==> config.mk <==
export PLATFORM = sky130hd
export DESIGN_NAME = ahb_lite_burst_master
export DESIGN_NICKNAME = d
export VERILOG_FILES = /design/src/rtl/ahb_lite_burst_master.sv
export SDC_FILE = /design/constraint.sdc
export NUM_CORES = 1
export LEC_CHECK = 0
export ABC_AREA = 0
export CAP_MARGIN = 20
export CORE_MARGIN = 1.5
export CORE_UTILIZATION = 50
export CTS_CLUSTER_DIAMETER = 30
export DETAILED_ROUTE_END_ITERATION = 16
export PLACE_DENSITY = 0.87
export SYNTH_ARGS = -nofsm -noshare
export SYNTH_HDL_FRONTEND = slang
export SYNTH_SLANG_ARGS = --single-unit
==> constraint.sdc <==
create_clock -name HCLK -period 7.52 [get_ports HCLK]
set_clock_uncertainty 0.1 [all_clocks]
set_input_delay 2.256 -clock HCLK [delete_from_list [all_inputs] [get_ports HCLK]]
set_output_delay 2.256 -clock HCLK [all_outputs]
set_load 0.03 [all_outputs]
==> src/rtl/ahb_lite_burst_master.sv <==
// AHB-Lite burst master: runs one command as a pipelined SINGLE/INCR/INCRn/WRAPn
// transfer sequence, with BUSY on write-data starvation and two-cycle ERROR abort.
module ahb_lite_burst_master #(
  parameter int DATA_W = 32,
  parameter int ADDR_W = 32,
  parameter int LEN_W  = 5
) (
  input  logic              HCLK,
  input  logic              HRESETn,
  input  logic              cmd_valid,
  output logic              cmd_ready,
  input  logic [ADDR_W-1:0] cmd_addr,
  input  logic              cmd_write,
  input  logic [2:0]        cmd_size,
  input  logic [2:0]        cmd_burst,
  input  logic [LEN_W-1:0]  cmd_len,
  input  logic              wr_valid,
  input  logic [DATA_W-1:0] wr_data,
  output logic              wr_ready,
  output logic              rd_valid,
  output logic [DATA_W-1:0] rd_data,
  output logic              done,
  output logic              err,
  output logic [ADDR_W-1:0] HADDR,
  output logic              HWRITE,
  output logic [2:0]        HSIZE,
  output logic [2:0]        HBURST,
  output logic [3:0]        HPROT,
  output logic [1:0]        HTRANS,
  output logic              HMASTLOCK,
  output logic [DATA_W-1:0] HWDATA,
  input  logic              HREADY,
  input  logic              HRESP,
  input  logic [DATA_W-1:0] HRDATA
);
  localparam int MAX_SIZE = $clog2(DATA_W/8);
  localparam int CNT_W    = (LEN_W > 5) ? LEN_W : 5;
  localparam logic [1:0] T_IDLE = 2'b00, T_BUSY = 2'b01, T_NONSEQ = 2'b10, T_SEQ = 2'b11;
  localparam logic [2:0] B_INCR = 3'd1;

  typedef enum logic [2:0] {S_IDLE, S_ADDR, S_DLAST, S_ERR1, S_ERR2} state_t;
  state_t state, state_n;

  logic [CNT_W-1:0]  cnt, cmd_beats;
  logic [12:0]       fix_beats, span;
  logic [ADDR_W-1:0] bytes, wmask, next_addr;
  logic [2:0]        wsh;
  logic              first, dp_valid, is_wrap;
  logic              reject, start, accept, dp_err, rd_cap, done_n, err_n;

  assign HPROT     = 4'b0011;
  assign HMASTLOCK = 1'b0;
  assign cmd_ready = (state == S_IDLE);

  // Command decode and same-cycle legality check
  always_comb begin
    cmd_beats = CNT_W'(16);
    fix_beats = 13'd16;
    case (cmd_burst)
      3'd0:       begin cmd_beats = CNT_W'(1); fix_beats = 13'd0; end
      3'd1:       begin cmd_beats = (cmd_len == '0) ? CNT_W'(1) : CNT_W'(cmd_len); fix_beats = 13'd0; end
      3'd2, 3'd3: begin cmd_beats = CNT_W'(4); fix_beats = 13'd4; end
      3'd4, 3'd5: begin cmd_beats = CNT_W'(8); fix_beats = 13'd8; end
      default:    begin cmd_beats = CNT_W'(16); fix_beats = 13'd16; end
    endcase
  end

  assign span   = {3'b000, cmd_addr[9:0]} + (fix_beats << cmd_size);
  assign reject = (cmd_size > 3'(MAX_SIZE)) ||
                  ((cmd_addr & ~({ADDR_W{1'b1}} << cmd_size)) != '0) ||
                  (cmd_burst[0] && (cmd_burst != B_INCR) && (span > 13'd1024));
  assign start  = (state == S_IDLE) && cmd_valid && !reject;

  // Next beat address: linear step, or wrap inside an n*bytes window
  always_comb begin
    wsh = 3'd4;
    case (HBURST)
      3'd2:    wsh = 3'd2;
      3'd4:    wsh = 3'd3;
      default: wsh = 3'd4;
    endcase
  end

  assign is_wrap   = !HBURST[0] && (HBURST != 3'd0);
  assign bytes     = ADDR_W'(1) << HSIZE;
  assign wmask     = (bytes << wsh) - ADDR_W'(1);
  assign next_addr = is_wrap ? ((HADDR & ~wmask) | ((HADDR + bytes) & wmask)) : (HADDR + bytes);

  // Starved writes park the bus: IDLE before the first beat, BUSY mid-burst
  always_comb begin
    HTRANS = T_IDLE;
    if (state == S_ADDR) begin
      if (HWRITE && !wr_valid)
        HTRANS = first ? T_IDLE : T_BUSY;
      else if (first || (HBURST == B_INCR && HADDR[9:0] == 10'd0))
        HTRANS = T_NONSEQ;
      else
        HTRANS = T_SEQ;
    end
  end

  assign dp_err   = dp_valid && HRESP;
  assign accept   = (state == S_ADDR) && HREADY && HTRANS[1] && !dp_err;
  assign wr_ready = accept && HWRITE;
  assign rd_cap   = ((state == S_ADDR) || (state == S_DLAST)) && dp_valid && !HWRITE && HREADY && !HRESP;

  always_comb begin
    state_n = state;
    done_n  = 1'b0;
    err_n   = 1'b0;
    case (state)
      S_IDLE:
        if (cmd_valid) begin
          if (reject) begin done_n = 1'b1; err_n = 1'b1; end
          else state_n = S_ADDR;
        end
      S_ADDR, S_DLAST:
        if (dp_err) begin
          // single-cycle error response is a protocol violation: finish as error
          if (HREADY) begin state_n = S_ERR2; done_n = 1'b1; err_n = 1'b1; end
          else state_n = S_ERR1;
        end else if (state == S_ADDR) begin
          if (accept && cnt == CNT_W'(1)) state_n = S_DLAST;
        end else if (HREADY) begin
          state_n = S_IDLE;
          done_n  = 1'b1;
        end
      S_ERR1:
        if (HREADY && HRESP) begin state_n = S_ERR2; done_n = 1'b1; err_n = 1'b1; end
      S_ERR2:  state_n = S_IDLE;
      default: state_n = S_IDLE;
    endcase
  end

  always_ff @(posedge HCLK or negedge HRESETn)
    if (!HRESETn) state <= S_IDLE;
    else          state <= state_n;

  always_ff @(posedge HCLK or negedge HRESETn) begin
    if (!HRESETn) begin
      HADDR    <= '0;
      HWRITE   <= 1'b0;
      HSIZE    <= 3'd0;
      HBURST   <= 3'd0;
      HWDATA   <= '0;
      cnt      <= '0;
      first    <= 1'b0;
      dp_valid <= 1'b0;
      rd_valid <= 1'b0;
      rd_data  <= '0;
      done     <= 1'b0;
      err      <= 1'b0;
    end else begin
      done     <= done_n;
      err      <= err_n;
      rd_valid <= rd_cap;
      if (rd_cap) rd_data <= HRDATA;
      if (HREADY) dp_valid <= accept;
      if (start) begin
        HADDR  <= cmd_addr;
        HWRITE <= cmd_write;
        HSIZE  <= cmd_size;
        HBURST <= cmd_burst;
        cnt    <= cmd_beats;
        first  <= 1'b1;
      end
      if (accept) begin
        cnt   <= cnt - CNT_W'(1);
        first <= 1'b0;
        if (HWRITE) HWDATA <= wr_data;
        if (cnt != CNT_W'(1)) HADDR <= next_addr;
      end
    end
  end
endmodule

==> Word-level counts from Yosys, hierarchy flattened <==
Cells that the tools add are included.
Widths: inputs -> output; s select.
{ "totals": {"inputBits": 114, "latchBits": 0, "word_cells": 123, "output_inout_bits": 115, "rom_bits": 0, "reg_bits": 116, "n_memories": 0, "ramBits": 0} }
{ "classes": {"n_mux": 34, "reduce_logical": 41, "n_mul": 0, "n_bitwise": 6, "n_addsub": 4, "shift": 4, "magnitude_cmp": 2, "n_div": 0, "n_eq_ne": 19} }
{ "op_table": {"columns": ["cell", "n"], "rows": [
  ["$mux 32", 4],
  ["$and 32x32->32", 3],
  ["$not 32->32", 2],
  ["$add 32x32->32", 1],
  ["$or 32x32->32", 1],
  ["$reduce_bool 32->1", 1],
  ["$shl 1x3->32 const A", 1],
  ["$shl 32x3->32", 1],
  ["$shl 32x3->32 const A", 1],
  ["$sub 32x1->32 const B", 1],
  ["$mux 3", 8],
  ["$pmux 5 s4", 1],
  ["$logic_and 1x1->1", 18],
  ["$eq 3x2->1 const B", 5],
  ["$mux 5", 3],
  ["$pmux 5 s3", 1],
  ["$add 10x13->13", 1],
  ["$gt 13x11->1 const B", 1],
  ["$shl 13x3->13", 1],
  ["$mux 1", 11],
  ["$logic_not 10->1", 1],
  ["$eq 3x1->1 const B", 3],
  ["$eq 3x3->1 const B", 3],
  ["$pmux 3 s3", 1],
  ["19 further kinds", 36]
]} }

==> Longest topological paths before layout <==
{ "logic_depth": {"ltp_word": 13, "ltp_mapped": 17, "ltp_nobuf": 14} }

==> Least setup slack after synthesis <==
OpenSTA, ideal clock, no wires.
{ "synth_timing": {"path_kind": "input-to-output", "start": "input wr_valid", "end": "output wr_ready", "setup_slack_ns": 1.691, "n_path_buf": 2, "t_required_ns": 5.164, "cell_stages": 6, "arrival_ns": 3.473, "path_cell_list": "nand2b_1 and4_1 buf_2 nand2_1 inv_1 buf_1"} }
{ "synth_between": {"elab_chain_cells": 7} }
{ "synth_rtl": {"columns": ["item", "line", "source"], "rows": [
  ["start, declared", "17", "input logic wr_valid,"],
  ["$logic_not 1->1", "93", "if (HWRITE && !wr_valid)"],
  ["$logic_and 1x1->1", "93", null],
  ["$mux 2", "93", null],
  ["$mux 2", "92", "if (state == S_ADDR) begin"],
  ["$logic_and 1x1->1 (2 in a row)", "103", "assign accept = (state == S_ADDR) && HREADY && HTRANS[1] && !dp_err;"],
  ["$logic_and 1x1->1", "104", "assign wr_ready = accept && HWRITE;"],
  ["end, declared", "19", "output logic wr_ready,"]
]} }
Every way passes these cells.

==> Worst setup path after layout <==
{ "layout_timing": {"start": "input HRESP", "end": "output wr_ready"} }
{ "layout_between": {"elab_chain_cells": 4} }
{ "layout_rtl": {"columns": ["item", "line", "source"], "rows": [
  ["start, declared", "33", "input logic HRESP,"],
  ["$logic_and 1x1->1", "102", "assign dp_err = dp_valid && HRESP;"],
  ["$logic_not 1->1", "103", null],
  ["$logic_and 1x1->1", "103", null],
  ["$logic_and 1x1->1", "104", null]
]} }
Every way passes these cells.

==> flow_summary_export.csv <==
group,metric,value,unit
setup_path,cp_num_buf_inv,5,
global_route,antenna_found_initial,0,
sta,hold_viol,0,
sta,tightest_slew,1010,ps
clock_tree,h-tree-depth,4,
cells_and_area,nNetsFinal,1175,
route,routed_via_density,5.74,
clock_tree,postCtsSetupBuffers,0,
logic_synthesis,postSynthCellCount,827,
clock_tree,ctsResizeCount,0,
floorplanning,rows,42,
logic_synthesis,ys_top_cells_by_area,"dfrtp_1 43%, nand2_1 13%, ha_1 3.9%",
global_route,overflow,0,
clock_tree,clk_path_buf_depth,2,
setup_path,critical_path_class,"in2out",
clock_tree,cts_tree,"built",
placement,hpwl,14800,µm
sta,fin_crit,6650,ps
sta,slew_headroom,32.7,%
cells_and_area,syn_to_final_growth,42.6,%
sta,fin_crit_sh,88.5,%
logic_synthesis,ys_top_cells_by_count,"236 x nand2_1, 116 x dfrtp_1, 47 x nor2_1, 40 x o21ai_0, 30 x a21oi_1",
logic_synthesis,synthDistinctLibCells,77,
clock_tree,cts_num_sinks,116,
logic_synthesis,yosys.area.top_type_share,42.7,%
floorplanning,die_w,120,µm
floorplanning,io_pins,229,
logic_synthesis,yosysMostFrequentCell,"nand2_1",
setup_path,crit_family,"buffers and inverters",
pwr,clockPowerShare,20.6,%
setup_path,critPathRequiredTime,5160,ps
logic_synthesis,synth_ff_type,"dfrtp_1",
logic_synthesis,synth_edf_count,0,
setup_path,worstSetupStartpointType,"input port",
clock_tree,clock_latency,420,ps
route,drc,0,
pwr,pwr_density_cell,400,nW/µm²
clock_tree,clkTransAtPathRegs,60,ps
setup_path,end_kind,"output port",
cells_and_area,drive_gt1_share,5.52,%
cells_and_area,nFillCells,977,
logic_synthesis,synth_area,6800,µm²
logic_synthesis,ys_ff_latch,116,
route,routed_wl,21000,µm
placement,placedCellCount,1194,
setup_path,worstPathCellList,"clkdlybuf4s50_1 > nand2_1 > and4_1 > nand2_1 > buf_4 > inv_1 > buf_4 > buf_4",
pwr,vdd_drop_max,0.000215,V
floorplanning,coreArea,13200,µm²
sta,clock.fmax,150,MHz
setup_path,cp_common_cell,"buf_4",
pwr,switchingPower,1.72,mW
cells_and_area,antenna_cells,0,
global_route,grt_max_degree,76,
flow_run,max-cap-violations,0,
route,route.vias.total,7049,
setup_path,arrival,4300,ps
logic_synthesis,syn_area_per_cell,8.23,µm²
route,first_pass_iters,5,
setup_path,crit_slowest_cell,"clkdlybuf4s50_1",
global_route,grt_pass1_wl,33200,µm
logic_synthesis,ys_seq_area_share,42.7,%
sta,setup_violations,0,
placement,gp_congestion,0.956,
cells_and_area,instances_no_fill,1227,
sta,rsz0062_at_grt,"false",
pwr,p_int,2.16,mW
logic_synthesis,synth_area_leader_cell,"dfrtp_1",
pwr,leakage,4.38,nW
floorplanning,dieHeight,120,µm
floorplanning,initial_utilization,51.4,%
setup_path,cpPeakStageDelay,500,ps
clock_tree,cts_buffers,17,
global_route,grt_pass1_vias,6651,
sta,setup-tns-final,0,ps
route,wire_per_inst,17.1,µm
route,first_iter_violations,739,
route,ant_nets,0,
clock_tree,cts_root_buf,"clkbuf_16",
worst_hold_path,hp-class,"reg2reg",
logic_synthesis,yosys_warnings,0,
global_route,grt_util_all_layers,29.3,%
setup_path,path_max_fanout,33,
outcome,status,"finished, final reports clean",
pwr,p_sw_share,44.3,%
sta,drv_slew,0,
placement,io_buffers,223,
pwr,combPwrFrac,49.7,%
pwr,pwr-share-seq,29.8,%
logic_synthesis,synthArstFlopShare,100,%
floorplanning,die-area,14300,µm²
clock_tree,ctsHoldBuffers,0,
## placed cells by master, fill, tap and decap left out, types with 5 or more instances in the layout
master	count
clkinv_4	5
nand2b_1	10
o22ai_1	7
a211oi_1	13
o211ai_1	11
nand3_1	27
buf_4	9
nor4_1	8
o21a_1	9
dfrtp_1	116
clkbuf_16	17
a21oi_1	30
o21ai_0	40
nor2b_1	13
nor3_1	24
and3_1	14
and2_1	5
inv_1	29
and4_1	5
nand4_1	7
or3_1	7
nor3b_1	6
clkdlybuf4s50_1	221
nor2_1	47
nand2_1	236
conb_1	11
ha_1	21
## cells by family (layout without fill, tap and decap cells)
family | Yosys count | count (layout) | synth area share (%)
other | 2 | 11 | 0.110
adder cells (fa/ha/maj) | 24 | 24 | 4.60
flip-flops | 116 | 116 | 42.7
buffers and inverters | 77 | 292 | 4.87
AO/OA/AOI/OAI | 173 | 173 | 17.6
multiplexers | 6 | 6 | 0.920
AND/OR/NAND/NOR | 422 | 422 | 28.3
XOR/XNOR | 7 | 7 | 0.901
## per-stage QoR
| stage | instance area, µm² | worst slack [ps] | power [mW] | utilization (%) | hold slack, ps |
|---|---|---|---|---|---|
| after detailed placement | 9110 | 841 | 3.06 | 68.8 | 361 |
| final | 9700 | 866 | 3.88 | 73.3 | 372 |
| after CTS | 9700 | 892 | 3.87 | 73.2 | 375 |
| after global placement | 9110 | 949 | 3.02 | 68.8 | 356 |
| after global routing | 9700 | 684 | 4.09 | 73.3 | 392 |
| after floorplan | 6840 | 1690 | 2.29 | - | 359 |
## area by class of cell
class / instances / area, µm² / area share (%)
clock inverter: 15 / 156 / 1.61
timing repair buffer: 231 / 2280 / 23.6
inverter: 29 / 109 / 1.12
clock buffer: 17 / 425 / 4.39
tap: 176 / 220 / 2.27
sequential: 116 / 2900 / 29.9
multi-input combinational: 643 / 3600 / 37.1
## power groups by stage
| stage | Combinational, mW | Clock [mW] | Sequential [mW] |
|---|---|---|---|
| 6_report | 1.93 | 0.798 | 1.15 |
| 5_1_grt | 2.07 | 0.834 | 1.19 |
| 4_1_cts | 1.92 | 0.802 | 1.15 |
| 3_5_place_dp | 1.91 | 0 | 1.15 |
| 3_3_place_gp | 1.87 | 0 | 1.14 |
| 2_1_floorplan | 0.777 | 0 | 1.51 |
## worst min-delay path, stage by stage, from the launching register on
cell	delay, ps
dfrtp_1	340
nand2_1	50
nand2_1	60
## routing by layer
layer,track usage [%],vias up,part of all wire (%)
met1,37.2,3342,41
li1,-,3305,-
met2,47.8,328,48
met4,14.3,0,4.5
met5,0,-,0
met3,5.99,74,6.3
## worst paths after layout
check	from	to	slack (ps)	cells after the start
max	HRESP	wr_ready	870	8
min	HWDATA[4]$_DFFE_PN0P_	HWDATA[4]$_DFFE_PN0P_	370	2
max reg2reg	HSIZE[0]$_DFFE_PN0N_	flop	3590	13
min reg2reg	HWDATA[4]$_DFFE_PN0P_	HWDATA[4]$_DFFE_PN0P_	370	2
max in group asynchronous	HRESETn	HWDATA[2]$_DFFE_PN0P_	4280	2
min in group asynchronous	HRESETn	rd_data[14]$_DFFE_PN0P_	1890	1
(Power assumes the default switching activity.)
